File: src/rtl/hyper_rx_fifo.sv
// ============================================================================
// Module      : hyper_rx_fifo
// Description : HyperBus PHY receive FIFO, first-word-fall-through upstream,
//               almost-full warning and sticky overflow on dropped words.
// Revision    : 1.0 - initial release
// ============================================================================
`default_nettype none

module hyper_rx_fifo #(
    parameter int FIFO_SIZE       = 8,
    parameter int DATA_WIDTH      = 16,
    parameter int AFULL_THRESHOLD = 6
) (
    input  logic                         clk_i,
    input  logic                         rst_ni,
    input  logic                         clear_i,
    input  logic [DATA_WIDTH-1:0]        data_i,
    input  logic                         valid_i,
    output logic [DATA_WIDTH-1:0]        data_o,
    output logic                         valid_o,
    input  logic                         ready_i,
    output logic                         almost_full_o,
    output logic [$clog2(FIFO_SIZE):0]   fill_o,
    output logic                         overflow_o
);

    localparam int c_ptr_w = $clog2(FIFO_SIZE);
    localparam int c_cnt_w = c_ptr_w + 1;

    if ((FIFO_SIZE < 2) || ((FIFO_SIZE & (FIFO_SIZE - 1)) != 0)) begin : g_bad_size
        $error("hyper_rx_fifo: FIFO_SIZE must be a power of two >= 2");
    end
    if ((AFULL_THRESHOLD < 1) || (AFULL_THRESHOLD > FIFO_SIZE)) begin : g_bad_afull
        $error("hyper_rx_fifo: AFULL_THRESHOLD must be in 1..FIFO_SIZE");
    end

    logic [DATA_WIDTH-1:0] mem_q [FIFO_SIZE];
    logic [DATA_WIDTH-1:0] mem_d [FIFO_SIZE];
    logic [c_ptr_w-1:0]    wr_ptr_q, wr_ptr_d;
    logic [c_ptr_w-1:0]    rd_ptr_q, rd_ptr_d;
    logic [c_cnt_w-1:0]    count_q, count_d;
    logic                  overflow_q, overflow_d;

    logic w_pop;
    logic w_push;
    logic w_full;

    assign w_full = (count_q == c_cnt_w'(FIFO_SIZE));
    assign w_pop  = (count_q != '0) && ready_i;
    // A full FIFO still accepts a word when the head leaves in the same cycle.
    assign w_push = valid_i && (!w_full || w_pop);

    always_comb begin
        mem_d      = mem_q;
        wr_ptr_d   = wr_ptr_q;
        rd_ptr_d   = rd_ptr_q;
        count_d    = count_q;
        overflow_d = overflow_q;
        if (clear_i) begin
            wr_ptr_d   = '0;
            rd_ptr_d   = '0;
            count_d    = '0;
            overflow_d = 1'b0;
        end else begin
            if (w_push) begin
                mem_d[wr_ptr_q] = data_i;
                wr_ptr_d        = wr_ptr_q + c_ptr_w'(1);
            end
            if (w_pop) begin
                rd_ptr_d = rd_ptr_q + c_ptr_w'(1);
            end
            if (w_push && !w_pop) begin
                count_d = count_q + c_cnt_w'(1);
            end else if (w_pop && !w_push) begin
                count_d = count_q - c_cnt_w'(1);
            end
            if (valid_i && !w_push) begin
                overflow_d = 1'b1;
            end
        end
    end

    always_ff @(posedge clk_i or negedge rst_ni) begin
        if (!rst_ni) begin
            for (int i = 0; i < FIFO_SIZE; i++) begin
                mem_q[i] <= '0;
            end
            wr_ptr_q   <= '0;
            rd_ptr_q   <= '0;
            count_q    <= '0;
            overflow_q <= 1'b0;
        end else begin
            for (int i = 0; i < FIFO_SIZE; i++) begin
                mem_q[i] <= mem_d[i];
            end
            wr_ptr_q   <= wr_ptr_d;
            rd_ptr_q   <= rd_ptr_d;
            count_q    <= count_d;
            overflow_q <= overflow_d;
        end
    end

    assign data_o        = mem_q[rd_ptr_q];
    assign valid_o       = (count_q != '0);
    assign fill_o        = count_q;
    assign almost_full_o = (count_q >= c_cnt_w'(AFULL_THRESHOLD));
    assign overflow_o    = overflow_q;

endmodule

`default_nettype wire

File: config.mk
export PLATFORM = sky130hd
export DESIGN_NAME = hyper_rx_fifo
export DESIGN_NICKNAME = d
export VERILOG_FILES = /design/src/rtl/hyper_rx_fifo.sv
export SDC_FILE = /design/constraint.sdc
export NUM_CORES = 1
export LEC_CHECK = 0
export ABC_AREA = 1
export CORE_MARGIN = 2
export CORE_UTILIZATION = 44
export CTS_CLUSTER_DIAMETER = 100
export DETAILED_ROUTE_END_ITERATION = 6
export PLACE_DENSITY = 0.69
export SLEW_MARGIN = 20
export SYNTH_ARGS = -nofsm -noshare
export SYNTH_HDL_FRONTEND = slang
export SYNTH_SLANG_ARGS = --single-unit
File: constraint.sdc
create_clock -name clk_i -period 2.7 [get_ports clk_i]
set_input_delay 0.405 -clock clk_i [delete_from_list [all_inputs] [get_ports clk_i]]
set_output_delay 0.405 -clock clk_i [all_outputs]
set_load 0.03 [all_outputs]
Word level (Yosys, flattened, before mapping)
Index checks and enable logic that the tools add are counted.
{"block": "classes", "order_cmp": 4, "n_eq_ne": 1, "n_mux": 15, "add_sub_neg": 4, "bitwise_logic": 3, "n_reduce_logical": 16}
{"operator": "$bwmux 128", "count": 1}
{"operator": "$bmux 16 s3", "count": 1}
{"operator": "$demux 16 s3", "count": 1}
{"operator": "$mux 16", "count": 3}
{"operator": "$mux 3", "count": 4}
{"operator": "$mux 4", "count": 3}
{"operator": "$ge 4x4->1 const B", "count": 2}
{"operator": "$not 3->4", "count": 2}
{"operator": "$add 3x1->3 const B", "count": 2}
{"operator": "$logic_and 1x1->1", "count": 6}
{"operator": "$reduce_bool 2->1", "count": 3}
{"operator": "$add 4x1->4 const B", "count": 1}
{"operator": "$eq 4x4->1 const B", "count": 1}
{"operator": "$ge 4x3->1 const B", "count": 1}
{"operator": "$lt 4x1->1 const B", "count": 1}
{"operator": "$reduce_bool 4->1", "count": 1}
{"operator": "$sub 4x1->4 const B", "count": 1}
{"operator": "$logic_not 1->1", "count": 3}
{"operator": "$reduce_bool 3->1", "count": 1}
{"operator": "$mux 1", "count": 2}
{"operator": "$reduce_and 2->1", "count": 1}
{"operator": "$logic_or 1x1->1", "count": 1}
{"operator": "$not 1->1", "count": 1}
{"block": "word_totals", "in_bits": 21, "out_inout_bits": 23, "wordCells": 55, "ff_bits": 139}

Depth between registers and ports, before layout
Gate-level depths: netlist (run 1).
{"block": "logic_depth", "word_depth": 9, "mapped_depth": 13, "ltp_nobuf": 13}

Least setup slack after synthesis (run 1)
Ideal clock, no wire load.
{"block": "synth_path", "path_type": "register to register", "from": "register count_q[0], in the netlist fill_o[0]", "to": "register count_q[3], in the netlist fill_o[3]", "setup_slack_ns": 0.391, "synth_period_minus_slack_ns": 2.309, "arrival_time_ns": 2.191, "stages_incl_launch_ff": 14, "path_buffers": 0, "path_cell_list": "dfrtp_1 > nor2_2 > nand2_1 > nand2_1 > nand3_4 > ha_1 > nand3_1 > nand3_1 > nand2_1 > nand2_1 > nand2_1 > nand2_1 > nand2_1 > nand2_1"}
{"block": "synth_via", "elab_chain_cells": 7, "word_cells_on_any_way": 16, "cone_classes": "add/sub (2); eq/ne (1); mux (3); reduce/logical (10)"}
{"item": "from (decl)", "line_no": "41", "source": "logic [c_cnt_w-1:0] count_q, count_d;"}
{"item": "from (signal assigned)", "line_no": "98", "source": "count_q <= count_d;"}
{"item": "$reduce_bool 4->1 (*)"}
{"item": "via valid_o", "line_no": "20", "source": "output logic valid_o,"}
{"item": "$logic_and 1x1->1 (*)", "line_no": "49", "source": "assign w_pop = (count_q != '0) && ready_i;"}
{"item": "$logic_or 1x1->1", "line_no": "51", "source": "assign w_push = valid_i && (!w_full || w_pop);"}
{"item": "$logic_and 1x1->1", "line_no": "51"}
{"item": "$logic_and 1x1->1 or $logic_not 1->1 (tied branches)", "line_no": "72, 74"}
{"item": "$mux 4 or $logic_and 1x1->1 (tied branches)", "line_no": "72, 74"}
{"item": "$mux 4 or $reduce_bool 3->1 (tied branches)"}
Mark *: on every way through the listed nets, which the timed path passes. The rest lies on a longest branch. The select of a mux whose other input is x is not followed.
A chain may end at the register's enable or synchronous reset.

Worst setup path after layout (run 1)
{"block": "layout_path", "from": "register rd_ptr_q[0]", "to": "output port data_o[0]"}
{"block": "layout_via", "elab_chain_cells": 4}
{"item": "from (decl)", "line_no": "40", "source": "logic [c_ptr_w-1:0] rd_ptr_q, rd_ptr_d;"}
{"item": "from (signal assigned)", "line_no": "97", "source": "rd_ptr_q <= rd_ptr_d;"}
{"item": "$not 3->4 (not written as such)", "line_no": "103", "source": "assign data_o = mem_q[rd_ptr_q];"}
{"item": "$bmux 16 s3", "line_no": "103"}
{"item": "$mux 16 (not written as such) (2 in series)", "line_no": "103"}
{"item": "to (decl)", "line_no": "19", "source": "output logic [DATA_WIDTH-1:0] data_o,"}
No other way between the ends. The select of a mux whose other input is x is not followed.

==> flow_summary_export.csv, run 1 <==
group,metric,value,unit
worst_setup_path,r2r.worst_path.cells,13,
sta,finalWorstSetupSlack,0.2290,ns
clock_network,clkSinkCount,139,
yosys,avgSynthCellArea,7.620,µm²
power_and_ir_drop,p_leak,4.169,nW
sta,finalCriticalPeriod,2.471,ns
grt,antenna_found_initial,0,
clock_network,clock_path_buffers,2,
yosys,ys_seq_area_frac,0.4898,
yosys,ys_top_cells_by_count,"462 x nand2_1, 139 x dfrtp_1, 102 x nor2_1, 95 x o21ai_0, 22 x buf_2",
clock_network,htreeDepth,4,
sta,max-slew-margin-rel,0.5344,
worst_setup_path,setup.worst_path.start,"rd_ptr_q[0]",
floorplanning,die_w,131.0,µm
place,dp_slack,0.4066,ns
grt,grt_max_degree,64,
worst_setup_path,timing.rr.end,"fill_o[3]",
sta,hold_viol,0,
clock_network,post_cts_resized,0,
clock_network,clock-root-buffer,"clkbuf_16",
drt,wirelength,17940,µm
place,place_congestion,0.7985,
grt,overflow,0,
drt,drt_drc_violations_left,0,
worst_setup_path,cp-start-kind,"register",
floorplanning,rows,46,
drt,avgViaCountPerCell,5.017,
floorplanning,io_pins,44,
yosys,yosysTopAreaCell,"dfrtp_1",
power_and_ir_drop,switchingPower,2.939,mW
final_layout,syn_to_final_growth,13.71,%
sta,tightest_slew,0.6941,ns
clock_network,numCtsBuffers,17,
final_layout,multi_input_area,3172,µm²
yosys,mappedNetlistNets,958,
final_layout,register_area,3481,µm²
yosys,async_flop_share,1.000,
worst_setup_path,crit_path_end_kind,"output pin",
yosys,synthTopCellsByArea,"dfrtp_1 49%, nand2_1 24%, o21ai_0 6.7%",
sta,min_period_over_period,0.9152,
floorplanning,initial_utilization,0.4487,
clock_network,path_clk_slew,0.06,ns
floorplanning,die_y,131.0,µm
final_layout,drive_gt1_frac,0.09186,
power_and_ir_drop,p_clk_frac,0.277,
sta,rsz0062_at_grt,"false",
worst_setup_path,r2r_setup_slack,0.53,ns
sta,fin_setup_tns,0,ns
grt,grt_pass1_wl,29640,µm
worst_setup_path,critPathKind,"register to output pin",
yosys,syn_inst,932,
clock_network,insertion_delay,0.42,ns
min_path,hold_path_class,"register to register",
sta,fmax,404.7,MHz
worst_setup_path,critPathArrivalTime,2.07,ns
sta,setup_viol,0,
worst_setup_path,reg2reg_from,"fill_o[0]",
worst_setup_path,endpoint,"data_o[0]",
power_and_ir_drop,irDropWorstVdd,0.0006593,V
yosys,ys_warn_count,0,
power_and_ir_drop,powerDensity,980.6,nW/µm²
power_and_ir_drop,internal_power,4.980,mW
yosys,synth_edf_count,0,
drt,initialDrtViolationCount,430,
clock_network,postCtsSetupRepairBufs,0,
drt,ant_nets,0,
yosys,yosys.cell_types.count,31,
sta,timing.final.max_slew_violations,0,
run_status,status,"completed",
grt,grt_pass1_vias,5733,
power_and_ir_drop,switching_share,0.3711,
yosys,ys.flop_type,"dfrtp_1",
worst_setup_path,worstPathRequired,2.30,ns
final_layout,final_util,0.5102,
power_and_ir_drop,power_frac_comb,0.350,
flow_run,cap_violations,0,
drt,drt_first_pass_iters,5,
final_layout,diodes,0,
yosys,syn_area,7102,µm²
floorplanning,dieArea,17170,µm²
clock_network,cts_tree,"yes",
sta,finClkSkew,0.004852,ns
power_and_ir_drop,power_frac_seq,0.373,
yosys,ys_seq_elements,139,
grt,track_usage,0.2278,
yosys,netlist.area_leader.share,0.4898,
drt,wl_per_cell,15.28,µm
worst_setup_path,path_max_fanout,32,
drt,vias,5890,
final_layout,nets,974,
yosys,synth.most_common_cell,"nand2_1",
place,portBuffers,43,
place,dp_hpwl,10730,µm
final_layout,fillers,1531,
floorplanning,core_area,15830,µm²
## layer usage
metal | routed length (µm) | global-route usage | vias to the layer above | share of wire
met3 | 1040 | 0.04316 | 24 | 0.058
met4 | 274 | 0.08135 | 0 | 0.015
met5 | 0 | 0 | - | 0
met1 | 8057 | 0.3046 | 2775 | 0.45
li1 | - | - | 2923 | -
met2 | 8568 | 0.3715 | 168 | 0.48
## registers in the layout, summed over array words and instances (netlist names)
signal	count
wr_ptr_q	3
fill_o	4
mem_q	128
overflow_o	1
rd_ptr_q	3
## layout by cell type (no fill, tap or decap), types with 4 or more instances in the layout
cell             Yosys  routed
clkbuf_1            14       5
buf_12               1       4
buf_4                2      23
ha_1                 4       4
clkbuf_16            0      17
clkbuf_8             0       5
dfrtp_1            139     137
nand3_4              9       9
o21ai_1              8       8
clkdlybuf4s50_1      0      26
inv_1               11      10
nor2_4               8       8
o21ai_0             95      95
nand2_1            462     462
nor2_1             102     102
nand3_1              9       9
a21oi_1              5       5
inv_2                3       4
## repair_timing
| action | in CTS | in global routing |
|---|---|---|
| hold buffers | 1 | 0 |
| endpoints found under the hold margin | 22 | 0 |
| endpoints found under the setup margin | 0 | 0 |
## layout make-up
class                      count  area share
clock inverter                 2    0.004338
sequential                   139      0.4311
timing repair buffer          55     0.06616
clock buffer                  27     0.06353
multi-input combinational    718      0.3928
inverter                      17    0.008677
tap                          216     0.03347
## worst min path at each step
stage	start	to	slack, ns	depth (start not counted)
after floorplan	rst_ni	fill_o[0]	0.11	0
after global placement	rst_ni	mem_q[77]	0.44	1
after detailed placement	rst_ni	mem_q[77]	0.44	1
after CTS	mem_q[27]	mem_q[27]	0.48	2
after global routing	mem_q[109]	mem_q[109]	0.49	2
final	mem_q[27]	mem_q[27]	0.47	2
## power by group through the flow
stage | Clock (mW) | Combinational [mW] | Sequential, mW
finish | 2.19 | 2.77 | 2.95
global route | 2.34 | 3.13 | 3.02
CTS | 2.23 | 2.80 | 2.95
detailed placement | 0 | 2.78 | 2.97
global placement | 0 | 2.74 | 2.97
floorplan | 0 | 1.95 | 2.91
## critical path, cell delays in order (launching register included)
cell and delay, ns:
dfrtp_2 0.51, inv_2 0.09, buf_4 0.32, nor2_1 0.07, o21ai_0 0.28, nand2_1 0.09
nand2_1 0.10, buf_4 0.17
## metrics by stage
| stage | instances | hold WS (ns) | total power [mW] | instance area (µm²) |
|---|---|---|---|---|
| 2_1_floorplan | 932 | 0.1094 | 4.860 | 7102 |
| 3_3_place_gp | 1144 | 0.4391 | 5.712 | 7517 |
| 3_5_place_dp | 1144 | 0.4425 | 5.749 | 7517 |
| 4_1_cts | 1174 | 0.4753 | 7.976 | 8075 |
| 5_1_grt | 1174 | 0.4887 | 8.484 | 8075 |
| 6_report | 1174 | 0.4695 | 7.919 | 8075 |
## logic make-up (layout without fill, tap and decap cells)
kind of cell / count (synthesis) / count (layout) / share of synthesized area
XOR/XNOR: 1 / 1 / 0.001233
adder cells (fa/ha/maj): 5 / 5 / 0.009866
flip-flops: 139 / 139 / 0.4898
buffers and inverters: 75 / 101 / 0.06360
AO/OA/AOI/OAI: 109 / 109 / 0.07699
AND/OR/NAND/NOR: 603 / 603 / 0.3585
Note: power is estimated with default switching activity, not from simulation.
==> run 2, diff against run 1 <==
Settings changed: CORE_UTILIZATION 44 to 50, PLACE_DENSITY 0.69 to 0.76, RECOVER_POWER set to 50.
==> flow_summary_export.csv, run 2 (synthesis results as in run 1) <==
group,metric,value,unit
worst_setup_path,critical-path-top-delay-family,"buffers and inverters",
final_layout,fillers,1243,
flow_run,cap_violations,0,
floorplanning,dieArea,15170,µm²
drt,wl_per_cell,16.47,µm
run_status,status,"completed",
drt,wl_met1,8347,µm
final_layout,drive_gt1_frac,0.08763,
worst_setup_path,critPathKind,"register to output pin",
sta,finalWorstSetupSlack,0.2718,ns
drt,ant_nets,0,
grt,grt_pass1_vias,6137,
grt,track_usage,0.2716,
power_and_ir_drop,power_frac_seq,0.348,
drt,initialDrtViolationCount,620,
clock_network,path_clk_slew,0.06,ns
grt,antenna_found_initial,0,
final_layout,final_util,0.5980,
clock_network,clock-root-buffer,"clkbuf_16",
sta,fin_setup_tns,0,ns
place,dp_slack,0.3383,ns
drt,route.met2.wl,8782,µm
clock_network,clkSinkCount,139,
power_and_ir_drop,switchingPower,3.036,mW
drt,vias,6230,
power_and_ir_drop,power_frac_comb,0.343,
sta,setup_viol,0,
power_and_ir_drop,powerDensity,1014,nW/µm²
floorplanning,core_area,13880,µm²
final_layout,fin_area,8300,µm²
sta,rsz0062_at_grt,"false",
worst_setup_path,cp_common_cell,"nand2_1",
clock_network,cts_tree,"yes",
final_layout,largest_reg_flops,128,
drt,drt_drc_violations_left,0,
power_and_ir_drop,internal_power,5.380,mW
final_layout,diodes,0,
grt,grt_max_degree,57,
final_layout,final_common_cell,"nand2_1",
worst_setup_path,crit_chain,"inv_2, buf_4, nor2_1, o21ai_0, nand2_1, nand2_1, dlygate4sd2_1",
drt,met3_length,1394,µm
final_layout,max_flop_register,"mem_q",
place,dp_hpwl,11220,µm
sta,min_period_over_period,0.8993,
worst_setup_path,max_stage_delay,0.43,ns
floorplanning,rows,43,
worst_setup_path,path_max_fanout,20,
drt,wirelength,18940,µm
grt,grt_pass1_wl,31470,µm
sta,timing.final.max_slew_violations,0,
power_and_ir_drop,p_clk_frac,0.309,
clock_network,insertion_delay,0.42,ns
floorplanning,io_pins,44,
min_path,hold_path_class,"register to register",
sta,fmax,411.8,MHz
drt,drt_first_pass_iters,5,
power_and_ir_drop,irDropWorstVdd,0.0006947,V
clock_network,htreeDepth,4,
grt,overflow,0,
place,dpl_cell_area,7642,µm²
final_layout,syn_to_final_growth,16.88,%
worst_setup_path,cp-start-kind,"register",
floorplanning,initial_utilization,0.5116,
power_and_ir_drop,switching_share,0.3607,
place,place_congestion,0.8217,
power_and_ir_drop,p_leak,4.413,nW
drt,dr.max_layer_used,"met4",
sta,finClkSkew,0.004696,ns
final_layout,layout_common_cells,"462 x nand2_1, 137 x dfrtp_1, 103 x nor2_1",
final_layout,nets,983,
worst_setup_path,worstPathRequired,2.30,ns
sta,tightest_slew,1.064,ns
clock_network,postCtsSetupRepairBufs,0,
sta,finalCriticalPeriod,2.428,ns
sta,max-slew-margin-rel,0.2908,
clock_network,clock_path_buffers,2,
worst_setup_path,crit_buf_inv,3,
place,portBuffers,43,
clock_network,numCtsBuffers,17,
floorplanning,die_w,123.2,µm
sta,hold_viol,0,
worst_setup_path,critPathArrivalTime,2.02,ns
worst_setup_path,crit_path_end_kind,"output pin",
worst_setup_path,cp_slowest_cell,"dfrtp_2",
drt,avgViaCountPerCell,5.417,
floorplanning,die_y,123.2,µm
## run 2: metal layers
| layer | vias to the layer above | global-route usage |
|---|---|---|
| li1 | 2945 | - |
| met1 | 2989 | 0.3684 |
| met2 | 256 | 0.4365 |
| met3 | 40 | 0.06135 |
| met4 | 0 | 0.08168 |
| met5 | - | 0 |
## run 2: worst paths after layout
kind / endpoint / cells after the start / start / slack [ns]
max: data_o[15] / 7 / rd_ptr_q[0] / 0.27
min: mem_q[33] / 2 / mem_q[33] / 0.48
max reg2reg: mem_q[48] / 4 / wr_ptr_q[0] / 0.39
min reg2reg: mem_q[33] / 2 / mem_q[33] / 0.48
max in group asynchronous: mem_q[35] / 3 / rst_ni / 0.52
min in group asynchronous: mem_q[107] / 2 / rst_ni / 0.71
## run 2: per-stage QoR
step / std cells / power, mW / hold WS [ns]
final: 1150 / 8.416 / 0.4751
after global routing: 1150 / 8.964 / 0.4908
after CTS: 1150 / 8.474 / 0.4758
after detailed placement: 1117 / 5.852 / 0.3532
after global placement: 1117 / 5.805 / 0.3486
after floorplan: 932 / 4.860 / 0.1094
## run 2: timing repair
item                       4_1_cts  5_1_grt
hold buffers                     1        0
hold endpoints to repair        39        0
resized for setup                2       14
pin swaps                        0        0
setup endpoints to repair        2       14
## run 2: power by group through the flow
stage	Clock, mW	Sequential, mW	Combinational (mW)
after floorplan	0	2.91	1.95
after global placement	0	2.95	2.86
after detailed placement	0	2.94	2.91
after CTS	2.62	2.93	2.93
after global routing	2.72	3.00	3.25
final	2.60	2.93	2.89
## run 2: layout make-up
| type | count | area [µm²] | share of cell area |
|---|---|---|---|
| timing repair buffer | 64 | 713.2 | 0.08592 |
| inverter | 17 | 70.07 | 0.008441 |
| clock inverter | 14 | 225.2 | 0.02713 |
| sequential | 139 | 3481 | 0.4194 |
| tap | 180 | 225.2 | 0.02713 |
| clock buffer | 18 | 429.2 | 0.05170 |
| multi-input combinational | 718 | 3157 | 0.3803 |
## run 2: worst register-to-register path, delay by kind of cell, from the launching register on
kind	cells	cell delay [ns]
flops	1	0.60
simple gates	3	1.10
buf+inv	1	0.50
